<file path="config.mk">
export PLATFORM = sky130hd
export DESIGN_NAME = clkbuf_branch_sequencer
export DESIGN_NICKNAME = d
export VERILOG_FILES = /design/src/rtl/clkbuf_branch_sequencer.sv
export SDC_FILE = /design/constraint.sdc
export NUM_CORES = 1
export LEC_CHECK = 0
export ABC_AREA = 1
export CAP_MARGIN = 0
export CORE_ASPECT_RATIO = 1.2
export CORE_MARGIN = 4
export CORE_UTILIZATION = 40
export DETAILED_ROUTE_END_ITERATION = 6
export SYNTH_ARGS = -nofsm -noshare
export SYNTH_HDL_FRONTEND = slang
export SYNTH_SLANG_ARGS = --single-unit
</file>
<file path="constraint.sdc">
create_clock -name CLK -period 5.6 [get_ports CLK]
set_clock_uncertainty 0.2 [all_clocks]
set_input_delay 0.84 -clock CLK [delete_from_list [all_inputs] [get_ports CLK]]
set_output_delay 0.84 -clock CLK [all_outputs]
set_load 0.005 [all_outputs]
</file>
<file path="src/rtl/clkbuf_branch_sequencer.sv">
// clkbuf_branch_sequencer
// Staggers ICG enable changes for NBR gated clock-tree branches so that at most one branch
// switches per settle window. Each branch uses a level REQ/ACK handshake. Simultaneous
// requests are serialised round-robin.
//
// Ports:
//   CLK   always-on sequencer clock
//   RST   asynchronous active-high reset (all branches gated off immediately)
//   REQ   per-branch request level (1 = clock on, 0 = clock off)
//   LOCK  freeze new grants while high (only when CLKSEQ_LOCK_EN is defined)
//   EN    per-branch ICG enable, registered
//   ACK   per-branch acknowledged state, equals EN once the branch has settled
//   BUSY  high while a transition is settling
//
// Optional feature macro: CLKSEQ_LOCK_EN adds the LOCK input. Without it the block behaves
// as if LOCK were tied low.
module clkbuf_branch_sequencer #(
  parameter int unsigned NBR    = 4,
  parameter int unsigned SETTLE = 3,
  parameter int unsigned CNTW   = 4
) (
  input  logic           CLK,
  input  logic           RST,
  input  logic [NBR-1:0] REQ,
`ifdef CLKSEQ_LOCK_EN
  input  logic           LOCK,
`endif
  output logic [NBR-1:0] EN,
  output logic [NBR-1:0] ACK,
  output logic           BUSY
);

  localparam int unsigned PtrW = (NBR > 1) ? $clog2(NBR) : 1;

  typedef enum logic [0:0] {StIdle, StSettle} state_e;

  state_e         state_q, state_d;
  logic [NBR-1:0] en_q, en_d;
  logic [NBR-1:0] ack_q, ack_d;
  logic           busy_q, busy_d;
  logic [PtrW-1:0] rr_q, rr_d;
  logic [PtrW-1:0] gnt_q, gnt_d;
  logic [CNTW-1:0] cnt_q, cnt_d;

  logic [NBR-1:0]  pending;
  logic            lock;
  logic            gnt_found;
  logic [PtrW-1:0] gnt_idx;

`ifdef CLKSEQ_LOCK_EN
  assign lock = LOCK;
`else
  assign lock = 1'b0;
`endif

  // A branch needs service whenever its request differs from what has been acknowledged.
  assign pending = REQ ^ ack_q;

  // Round-robin pick: first pending index at or after the pointer, wrapping modulo NBR.
  always_comb begin
    int unsigned idx;
    idx       = 0;
    gnt_found = 1'b0;
    gnt_idx   = '0;
    for (int unsigned k = 0; k < NBR; k++) begin
      idx = (32'(rr_q) + k) % NBR;
      if (!gnt_found && pending[idx]) begin
        gnt_found = 1'b1;
        gnt_idx   = PtrW'(idx);
      end
    end
  end

  always_comb begin
    state_d = state_q;
    en_d    = en_q;
    ack_d   = ack_q;
    busy_d  = busy_q;
    rr_d    = rr_q;
    gnt_d   = gnt_q;
    cnt_d   = cnt_q;
    case (state_q)
      StIdle: begin
        if (gnt_found && !lock) begin
          en_d[gnt_idx] = REQ[gnt_idx];
          gnt_d         = gnt_idx;
          cnt_d         = CNTW'(SETTLE);
          busy_d        = 1'b1;
          state_d       = StSettle;
        end
      end
      StSettle: begin
        if (cnt_q == CNTW'(1)) begin
          // ACK takes the value actually driven, even if REQ has already moved on;
          // the branch then simply shows up as pending again.
          ack_d[gnt_q] = en_q[gnt_q];
          busy_d       = 1'b0;
          rr_d         = (32'(gnt_q) == NBR - 1) ? '0 : gnt_q + PtrW'(1);
          cnt_d        = '0;
          state_d      = StIdle;
        end else begin
          cnt_d = cnt_q - CNTW'(1);
        end
      end
      default: state_d = StIdle;
    endcase
  end

  always_ff @(posedge CLK or posedge RST) begin
    if (RST) begin
      state_q <= StIdle;
      en_q    <= '0;
      ack_q   <= '0;
      busy_q  <= 1'b0;
      rr_q    <= '0;
      gnt_q   <= '0;
      cnt_q   <= '0;
    end else begin
      state_q <= state_d;
      en_q    <= en_d;
      ack_q   <= ack_d;
      busy_q  <= busy_d;
      rr_q    <= rr_d;
      gnt_q   <= gnt_d;
      cnt_q   <= cnt_d;
    end
  end

  assign EN   = en_q;
  assign ACK  = ack_q;
  assign BUSY = busy_q;

endmodule

</file>
### Word level (Yosys, flattened, before mapping)

Cells that the tools add are included.

| word-level totals | value |
|---|---|
| flip-flop bits (word level) | 18 |
| bits of input ports | 6 |
| output and inout bits | 9 |
| logic and storage cells | 73 |

| operators by class | value |
|---|---|
| add/subtract/negate cells | 5 |
| $lt $le $gt $ge | 8 |
| eq/ne operators | 4 |
| muxes and demuxes | 36 |
| bitwise gates (word level) | 2 |
| reductions and logical operators | 11 |

Operator list:

| kind | number |
|---|---|
| 2-bit by 3-bit less-than comparator with 1-bit output, second input constant | 6 |
| 1-bit 2-to-1 mux | 16 |
| 1-bit binary-select mux with 2-bit select | 6 |
| 2-bit 2-to-1 mux | 5 |
| 4-bit bitwise mux | 2 |
| 4-bit 2-to-1 mux | 2 |
| 4-bit one-hot mux with 2 select lines | 1 |
| 2-bit AND reduction | 3 |
| 1-bit logical AND | 5 |
| 2-bit by 1-bit adder with 2-bit output, second input constant | 2 |
| 2-bit adder, second input constant | 2 |
| 1-bit demux with 2-bit select | 2 |
| 4-bit by 1-bit equality test with 1-bit output, second input constant | 1 |
| 2-bit by 1-bit greater-or-equal comparator with 1-bit output, second input constant | 2 |
| 1-bit one-hot mux with 2 select lines | 2 |
| 4-bit by 1-bit subtractor with 4-bit output, second input constant | 1 |
| 4-bit XOR | 1 |
| 1-bit logical NOT | 3 |
| 2-bit equality test, second input constant | 1 |
| 2-bit by 1-bit != test with 1-bit output, second input constant | 1 |
| 2-bit != test, second input constant | 1 |
| 1-bit NOT | 1 |

### Logic depth before layout (Yosys ltp)

Gate-level depths: netlist of run 1.

| depth | value |
|---|---|
| depth in word-level cells | 18 |
| mapped depth | 16 |

### Worst setup path after synthesis of run 1

Ideal clock, no wire load.

| path | value |
|---|---|
| kind | in2reg |
| start point | input REQ[2] |
| end point | register cnt_q[0] |
| setup time | 0.126 ns |
| data arrival time | 1.864 ns |
| data required time | 5.274 ns |
| slack | 3.410 ns |
| stages on the path | 12 |
| path buffers | 0 |
| cells stage by stage | inv_1 nand2_1 nand3_1 nand3_1 nand2_1 nand2_1 nor3_2 inv_1 nor2_1 inv_2 nor2_1 a21oi_1 |

| on the way | value |
|---|---|
| cells in the longest elaborated chain, start to end | 14 |
| elaborated cells on any way between the ends | 20 |

RTL lines:

| what | line | source |
|---|---|---|
| from (decl) | 24 | `input logic [NBR-1:0] REQ,` |
| 4-bit XOR (*) | 57 | `assign pending = REQ ^ ack_q;` |
| 1-bit binary-select mux with 2-bit select | 67 | `if (!gnt_found && pending[idx]) begin` |
| 1-bit 2-to-1 mux (not written as such) | 67 |  |
| 1-bit 2-to-1 mux | 67 |  |
| 1-bit logical NOT | 67 |  |
| 1-bit logical AND | 67 |  |
| 1-bit 2-to-1 mux | 67 |  |
| 1-bit logical NOT | 67 |  |
| 1-bit logical AND | 67 |  |
| 1-bit 2-to-1 mux | 67 |  |
| 1-bit logical NOT | 67 |  |
| 1-bit logical AND | 67 |  |
| 1-bit 2-to-1 mux (*) | 67 |  |
| 2-bit != test (no line) (*) | - |  |
| to (signal assigned) | 125 | `cnt_q <= cnt_d;` |
| to (decl) | 43 | `logic [CNTW-1:0] cnt_q, cnt_d;` |

Mark *: on every way between the ends. The rest lies on a longest branch, timed or not. The select of a mux whose other input is x is not followed.
A chain may end at the register's enable or synchronous reset.

### Worst setup path after layout of run 1

| path | value |
|---|---|
| start point | input REQ[2] |
| end point | register en_q[2], in the netlist EN[2] |

| on the way | value |
|---|---|
| cells in the longest elaborated chain, start to end | 18 |
| elaborated cells on any way between the ends | 32 |

RTL lines:

| what | line | source |
|---|---|---|
| 4-bit XOR | 57 |  |
| 1-bit binary-select mux with 2-bit select | 67 |  |
| 1-bit 2-to-1 mux (not written as such) | 67 |  |
| 1-bit 2-to-1 mux | 67 |  |
| 1-bit logical NOT | 67 |  |
| 1-bit logical AND | 67 |  |
| 1-bit 2-to-1 mux | 67 |  |
| 1-bit logical NOT | 67 |  |
| (+2 left out) | - |  |
| 1-bit logical NOT | 67 |  |
| 1-bit logical AND | 67 |  |
| 2-bit 2-to-1 mux | 67 |  |
| 2-bit by 3-bit less-than comparator with 1-bit output (not written as such) / 2-bit by 1-bit greater-or-equal comparator with 1-bit output (equally long branches) | 85 | `en_d[gnt_idx] = REQ[gnt_idx];` |
| 1-bit logical AND (not written as such) | 85 |  |
| 1-bit 2-to-1 mux (not written as such) | 85 |  |
| 1-bit demux with 2-bit select | 85 |  |
| 4-bit bitwise mux | 85 |  |
| to (signal assigned) | 120 | `en_q <= en_d;` |
| to (decl) | 38 | `logic [NBR-1:0] en_q, en_d;` |

Several ways; a longest one is shown, not always the timed one. The select of a mux whose other input is x is not followed.

==> metrics list, run 1 <==
- Run status: complete, no violations
* Count of routing violations after the opening detailed-route iteration: 46
* Class of the tightest hold or removal check: reg2reg
- Number of hold violations in the final report: 0
* Crit path DAT: 2.65 ns
* Critical Path Start Type: input port
* Floorplan die area: 0.00423 sq mm
- Instance area after placement: 0.00147 sq mm
- Last weighted congestion value of the routability-driven placer: 0.961
- Post-CTS setup-driven buffer insertion count: 0
- The count of buffers added on input and output ports is 14.
* Slew of the pin with the lowest slew margin: 0.699 ns
* Final Max Slew Viols: 0
- After synthesis the netlist holds a flip-flop and latch count of 18.
- WS Path Type: in2reg
* Fraction of layout cells with a size suffix above 1: 13.1%
- Along the worst path, the maximum fanout reaches 4.
- After clock tree synthesis, the clock-pin slew on the worst setup and hold paths is 0.10 ns.
- Post-route DRC violation count: 0
- In this run the tightest slew margin relative to its limit is 53.3%.
- Number of cells produced by synthesis: 176
* Post-Layout Inst Area: 0.00149 sq mm
* Io pins: 15
* Post-synthesis net count: 188
* Yosys cell types: 26
- Average detailed-routed wire length per instance: 12.0 um
* Slowest cell on the critical path: sky130_fd_sc_hd__clkdlybuf4s50_1
- Count of fill cells added during filler insertion: 309
- Time the final worst path needs with I/O delays and setup: 2.67 ns
- Max capacitance violation total: 0
- After the last flow step, the layout net total stands at 205.
* Ordered cell list for the critical path: clkdlybuf4s50_1, inv_1, nand2_1, nand3_1, nand3_1, nand2_1, inv_1, nand3_1, nand3_1, nand2_2, nand2_1, nand2_1, nand2_2, nand2_2, nand2_1, nand2_1
* FF/Latch Area: 450 sq um
* Number of levels in the clock H-tree: 1
- CP most frequent cell: sky130_fd_sc_hd__nand2_1
- Number of antenna violations at the first check in global routing: 0
* Insertion delay of the later-clocked pin in the worst-skew pair: 0.29 ns
* Worst Path Required: 5.58 ns
- Post-synthesis instance area: 0.00130 sq mm
- Clock tree from TritonCTS: yes
- From left edge to right edge, the die measures 60.1 um.
* Buffering stage count on the worst path with inverters included: 3
- Delay of the slowest critical-path stage: 0.49 ns
- Final setup vio count: 0
- Syn. warnings: 0
* Post-route ant nets: 0
* Pin count of the biggest net entering global routing: 19
- Core Footprint: 0.00308 sq mm
* Top achievable clock speed: 0.375 GHz
- Synth Area per Inst: 7.39 sq um
* Clock Sink Count: 18
- Post-CTS repair changed the size of 0 cells.
* Synth-to-layout area growth: 14.5%
- Final Routed Wirelength: 2720 um
- Die boundary height: 70.5 um
* Root buffer cell: sky130_fd_sc_hd__clkbuf_4
* Period utilization: 47.6%
* Static leakage: 0.747 nW
- Met2 wirelength from detailed routing: 1390 um
* Core occupancy in the finished layout: 48.3%
* Largest buffer count on any clock path: 2
* Global-route congestion overflow total: 0
- For this block, wires on met1 add up to 1180 um.
- STA classifies the critical path endpoint as a flip-flop.
* Register area share after synthesis: 34.6%
- The via count of the first global-routing pass is 1106.
- Global routing used 14.3% of the available tracks.
- Topmost layer with routed signal wires: met4
- Tot Pwr: 0.924 mW
- The multi-input combinational cells in the finished layout cover a total of 727 sq um.
- The first global-routing pass estimated 4730 um of wire.
- Hold repair after CTS inserted 0 buffers.
- Gate family responsible for the most delay along the worst path: simple AND/OR/NAND/NOR gates
* HPWL after detailed placement: 2160 um
- Total number of vias: 1139
- Setup repair after global routing left no endpoint under its margin.
- Worst vdd ir: 0.336 mV
* Routed met3 length: 60 um
- For this configuration, the core starts out at a cell density of 42.2%.
* Number of diodes: 0
- First-pass detailed-route iteration total: 5
* Hold Slack: 0.311 ns
* Final sum of negative setup slack: 0 ns
* Mean number of vias per cell: 5.02
* TritonCTS buffer count: 3
- Power density over cell area: 620 mW/mm^2
* Core Rows: 22
## through the flow
| stage | setup WS [ns] | std cells |
|---|---|---|
| after global placement | 2.64 | 224 |
| after CTS | 2.92 | 227 |
| after detailed placement | 2.61 | 224 |
| after floorplan | 3.41 | 176 |
| final | 2.93 | 227 |
| after global routing | 2.66 | 227 |
## cell families after synthesis
group                    count (synthesis)  synth area share (%)
AO/OA/AOI/OAI                           16                  6.63
XOR/XNOR                                 4                  4.71
adder cells (fa/ha/maj)                  6                  5.77
buffers and inverters                   30                  9.52
flip-flops                              18                  34.6
multiplexers                             3                  2.60
AND/OR/NAND/NOR                         99                  36.2
## layout make-up
class | instances | area share, %
clock buffer | 3 | 1.51
timing repair buffer | 14 | 9.40
inverter | 28 | 7.05
multi-input combinational | 128 | 48.8
sequential | 18 | 30.2
tap | 36 | 3.02
## cells in the mapped netlist
library cell	count	area (sq um)
sky130_fd_sc_hd__nor2_1	13	48.8
sky130_fd_sc_hd__nand4_1	1	6.26
sky130_fd_sc_hd__nand2_1	47	176
sky130_fd_sc_hd__inv_2	3	11.3
sky130_fd_sc_hd__nand3_2	3	30.0
sky130_fd_sc_hd__nand3_1	24	120
sky130_fd_sc_hd__a21oi_1	1	5.00
sky130_fd_sc_hd__a22oi_1	1	7.51
sky130_fd_sc_hd__o21ai_1	3	15.0
sky130_fd_sc_hd__nand4_2	1	12.5
sky130_fd_sc_hd__buf_4	1	7.51
sky130_fd_sc_hd__xor2_1	1	8.76
sky130_fd_sc_hd__nor2_2	2	12.5
sky130_fd_sc_hd__xnor2_1	1	8.76
sky130_fd_sc_hd__nand2_2	5	31.3
sky130_fd_sc_hd__dfrtp_1	18	450
sky130_fd_sc_hd__xnor2_2	1	16.3
sky130_fd_sc_hd__nor3_2	1	10.0
sky130_fd_sc_hd__o21ai_0	8	40.0
sky130_fd_sc_hd__inv_1	25	93.8
sky130_fd_sc_hd__xor2_4	1	27.5
sky130_fd_sc_hd__ha_1	6	75.1
sky130_fd_sc_hd__nand2_4	2	22.5
sky130_fd_sc_hd__o22ai_1	3	18.8
sky130_fd_sc_hd__buf_6	1	11.3
sky130_fd_sc_hd__mux2_2	3	33.8
## path summary, 6_finish.rpt
path                       endpoint  slack (ns)  cells past startpoint      from
max                           EN[2]        2.93                     16    REQ[2]
min                        cnt_q[0]        0.31                      1  cnt_q[0]
max reg2reg                cnt_q[0]        3.13                     11   rr_q[0]
min reg2reg                cnt_q[0]        0.31                      1  cnt_q[0]
max in group asynchronous    ACK[3]        4.01                      2       RST
min in group asynchronous     EN[3]        0.75                      2       RST
## where the power goes
part	switching (mW)	internal [mW]
registers	0.0709	0.186
logic	0.366	0.238
clock network	0.0382	0.0250
total	0.475	0.449
## routing by layer
metal | vias to the layer above | GRT usage [%]
li1 | 588 | -
met1 | 523 | 17.6
met2 | 18 | 24.0
met3 | 10 | 1.11
met4 | 0 | 7.39
met5 | - | 0
## cells in the final DEF (no fill, tap or decap)
master,n
sky130_fd_sc_hd__nand2_1,47
sky130_fd_sc_hd__clkbuf_4,3
sky130_fd_sc_hd__o21ai_1,3
sky130_fd_sc_hd__nor2_2,2
sky130_fd_sc_hd__nand4_1,1
sky130_fd_sc_hd__nand3_2,3
sky130_fd_sc_hd__nor3_2,1
sky130_fd_sc_hd__dfrtp_1,18
sky130_fd_sc_hd__inv_2,3
sky130_fd_sc_hd__xor2_4,1
sky130_fd_sc_hd__mux2_2,3
sky130_fd_sc_hd__a22oi_1,1
sky130_fd_sc_hd__nand2_4,2
sky130_fd_sc_hd__inv_1,25
sky130_fd_sc_hd__xnor2_2,1
sky130_fd_sc_hd__ha_1,6
sky130_fd_sc_hd__a21oi_1,1
sky130_fd_sc_hd__clkdlybuf4s50_1,14
sky130_fd_sc_hd__xor2_1,1
sky130_fd_sc_hd__xnor2_1,1
sky130_fd_sc_hd__o22ai_1,3
sky130_fd_sc_hd__o21ai_0,8
sky130_fd_sc_hd__nand2_2,5
sky130_fd_sc_hd__nand4_2,1
sky130_fd_sc_hd__nand3_1,24
sky130_fd_sc_hd__nor2_1,13
## worst register-to-register path, stage by stage, from the launching register on
cell and delay [ns]:
sky130_fd_sc_hd__dfrtp_1 0.68, sky130_fd_sc_hd__inv_1 0.27, sky130_fd_sc_hd__nand3_1 0.21, sky130_fd_sc_hd__nand3_1 0.10, sky130_fd_sc_hd__nand2_1 0.12, sky130_fd_sc_hd__inv_1 0.09
sky130_fd_sc_hd__nor3_2 0.28, sky130_fd_sc_hd__inv_1 0.07, sky130_fd_sc_hd__nor2_1 0.15, sky130_fd_sc_hd__inv_2 0.06, sky130_fd_sc_hd__nor2_1 0.09, sky130_fd_sc_hd__a21oi_1 0.05
## flip-flops by register name, indices dropped and copies added, names as in the netlist
signal and count:
state_q 1, gnt_q 2, rr_q 2, BUSY 1, ACK 4, EN 4, cnt_q 4
Note: power is estimated with default switching activity, not from simulation.
==> run 2, diff against run 1 <==
==> constraint.sdc (replaced) <==
create_clock -name CLK -period 2.55 [get_ports CLK]
set_clock_uncertainty 0.2 [all_clocks]
set_input_delay 0.3825 -clock CLK [delete_from_list [all_inputs] [get_ports CLK]]
set_output_delay 0.3825 -clock CLK [all_outputs]
set_load 0.005 [all_outputs]
==> run 2 against run 1 <==
Net effect:
- sequential share of layout area decreased by 0.15 points
- via count grew 1.9%
- power increased by 120%
- sequential power grew 110%
- design area rose by 0.50%
- highest routed layer unchanged
- register-to-register slack got worse by 2.7 ns
- first-iteration DRC count increased by 13%
- core utilization grew 0.24 points
- critical path type unchanged
- non-clock buffer count up 1
- global-route usage grew 0.98 points
==> metrics list, run 2 (synthesis results as in run 1) <==
- Instance area after placement: 0.00148 sq mm (was 0.00147 sq mm)
* Starting utilization of the core area: 42.2% (unchanged)
* Via count of the first global-routing pass: 1216 (was 1106)
* WS Path Type: in2reg (unchanged)
- Number of instances in the placed design: 225 (was 224)
- The number of clock sinks seen by CTS is 18 (unchanged).
* Worst Reg-to-Reg Cells: 11 (unchanged)
- The pin count of the biggest net entering global routing is 19 (unchanged).
* Final Routed Wirelength: 2760 um (was 2720 um)
* Number of hold violations in the final report: 0 (unchanged)
- Number of antenna violations at the first check in global routing: 0 (unchanged)
- Time the final worst path needs with I/O delays and setup: 2.26 ns
- The measured slew at the worst slew-check pin came to 0.676 ns (was 0.699 ns).
- Top achievable clock speed: 0.442 GHz
- The total power of the final layout was 2.04 mW (was 0.924 mW).
* Post-route DRC violation count: 0 (unchanged)
* First-pass detailed-route iteration total: 4 (was 5)
* Remaining max-slew budget at the tightest pin: 54.9% (was 53.3%)
- The master cell of the clock root buffer is sky130_fd_sc_hd__clkbuf_4 (unchanged).
- Worst reg2reg setup slack: 0.40 ns (was 3.13 ns)
* Worst Path Max Fanout: 5 (was 4)
* Die X: 60.1 um (unchanged)
- The startpoint type of the worst setup path is an input port (unchanged).
- The number of buffers created by CTS came to 3 (unchanged).
- Total number of vias: 1161 (was 1139)
- Die boundary height: 70.5 um (unchanged)
* Last weighted congestion value of the routability-driven placer: 0.913 (was 0.961)
* Core Footprint: 0.00308 sq mm (unchanged)
- The worst-skew pair later-pin latency came to 0.28 ns (was 0.29 ns).
* Largest buffer count on any clock path: 2 (unchanged)
- The max-slew violation count was 0 (unchanged).
* Worst vdd ir: 0.881 mV (was 0.336 mV)
* Number of gates resized after CTS: 0 (unchanged)
- Wire length of the first global-routing pass: 5130 um (was 4730 um)
* Worst Setup End Kind: flip-flop (unchanged)
- The power density over the cells was 1360 mW/mm^2 (was 620 mW/mm^2).
- Number of levels in the clock H-tree: 1 (unchanged)
* Fraction of layout cells with a size suffix above 1: 13.5% (was 13.1%)
* HPWL after detailed placement: 2250 um (was 2160 um)
* Post-route ant nets: 0 (unchanged)
- The post-cts hold buffer count is 0 (unchanged).
- The number of setup violations in the final report came to 0 (unchanged).
* Most common cell after layout, fill and taps aside: sky130_fd_sc_hd__nand2_1 (unchanged)
- Class of the tightest hold or removal check: in2async (was reg2reg)
- Max capacitance violation total: 0 (unchanged)
- The floorplan row count is 22 (unchanged).
- Mean number of vias per cell: 5.09 (was 5.02)
* Static leakage: 0.752 nW (was 0.747 nW)
* Count of input and output buffers: 14 (unchanged)
* Synth-to-layout area growth: 15.1% (was 14.5%)
* Clock tree from TritonCTS: yes (unchanged)
* Count of routing violations after the opening detailed-route iteration: 52 (was 46)
- Run status: complete, no violations (unchanged).
- Global router's overall resource usage: 15.3% (was 14.3%)
- The arrival time of data at the critical path endpoint was 2.23 ns (was 2.65 ns).
- The worst setup slack after placement was -0.00133 ns (was 2.61 ns).
* Average detailed-routed wire length per instance: 12.1 um (was 12.0 um)
- The post-route setup TNS came to 0 ns (unchanged).
* Number of diodes: 0 (unchanged)
- The remaining global-route overflow is 0 (unchanged).
- RSZ-0062 raised after global routing: false (unchanged).
- Count of fill cells added during filler insertion: 315 (was 309)
- Post-Layout Inst Area: 0.00150 sq mm (was 0.00149 sq mm)
* Number of cells in the finished layout apart from fillers: 228 (was 227)
- Floorplan die area: 0.00423 sq mm (unchanged)
- Net total in the final layout: 206 (was 205)
- The critical path required time came to 2.52 ns (was 5.58 ns).
- Commonest non-fill, non-tap cells in the layout: 47 x sky130_fd_sc_hd__nand2_1, 25 x sky130_fd_sc_hd__inv_1, 24 x sky130_fd_sc_hd__nand3_1 (unchanged).
* Io pins: 15 (unchanged)
- Final critical-path setup slack: 0.289 ns (was 2.93 ns)
- The number of post-CTS setup repair buffers was 0 (unchanged).
- After layout, the worst path uses 88.7% of the clock period.
- Clock edge transition at the registers on the reported setup and hold paths: 0.09 ns (was 0.10 ns)
==> run 2: stage by stage <==
step | utilization, % | hold WS (ns)
after floorplan | - | 0.121
after global placement | 47.8 | 0.292
after detailed placement | 47.8 | 0.295
after CTS | 48.6 | 0.312
after global routing | 48.6 | 0.345
final | 48.6 | 0.287
==> run 2: critical path: stages <==
cell,delay [ns]
sky130_fd_sc_hd__clkdlybuf4s50_1,0.44
sky130_fd_sc_hd__inv_1,0.14
sky130_fd_sc_hd__nand2_1,0.09
sky130_fd_sc_hd__nand3_1,0.12
sky130_fd_sc_hd__nand3_1,0.09
sky130_fd_sc_hd__nand2_1,0.17
sky130_fd_sc_hd__nand2_1,0.09
sky130_fd_sc_hd__nor3_2,0.27
sky130_fd_sc_hd__inv_1,0.07
sky130_fd_sc_hd__nor2_1,0.17
sky130_fd_sc_hd__inv_2,0.07
sky130_fd_sc_hd__nor2_1,0.09
sky130_fd_sc_hd__a21oi_1,0.04
==> run 2: path summary, 6_finish.rpt <==
path                            end     start
max in group asynchronous   rr_q[0]       RST
setup reg to reg           cnt_q[0]   rr_q[0]
setup / recovery           cnt_q[0]    REQ[2]
min in group CLK           cnt_q[0]  cnt_q[0]
hold / removal                EN[2]       RST
hold reg to reg            cnt_q[0]  cnt_q[0]
==> run 2: cell type report <==
type	count	area [sq um]	area share, %
repair buffers	15	148	9.86
well taps	36	45.0	3.01
inverters	28	105	7.02
flip-flops and latches	18	450	30.1
clock buffers	3	22.5	1.50
multi-input cells	128	727	48.5
==> run 2: routing by layer <==
layer | share of wire (%) | vias up | global-route usage (%)
li1 | - | 597 | -
met2 | 55 | 9 | 28.7
met3 | 1.7 | 2 | 1.11
met5 | 0 | - | 0
met1 | 42 | 553 | 17.5
met4 | 0.62 | 0 | 4.43
==> run 2: where the power goes <==
| part | internal (mW) | switching, mW | total [mW] | leakage, nW |
|---|---|---|---|---|
| clock | 0.0548 | 0.0802 | 0.135 | 0.0138 |
| combinational | 0.534 | 0.837 | 1.37 | 0.517 |
| sequential | 0.409 | 0.128 | 0.537 | 0.222 |
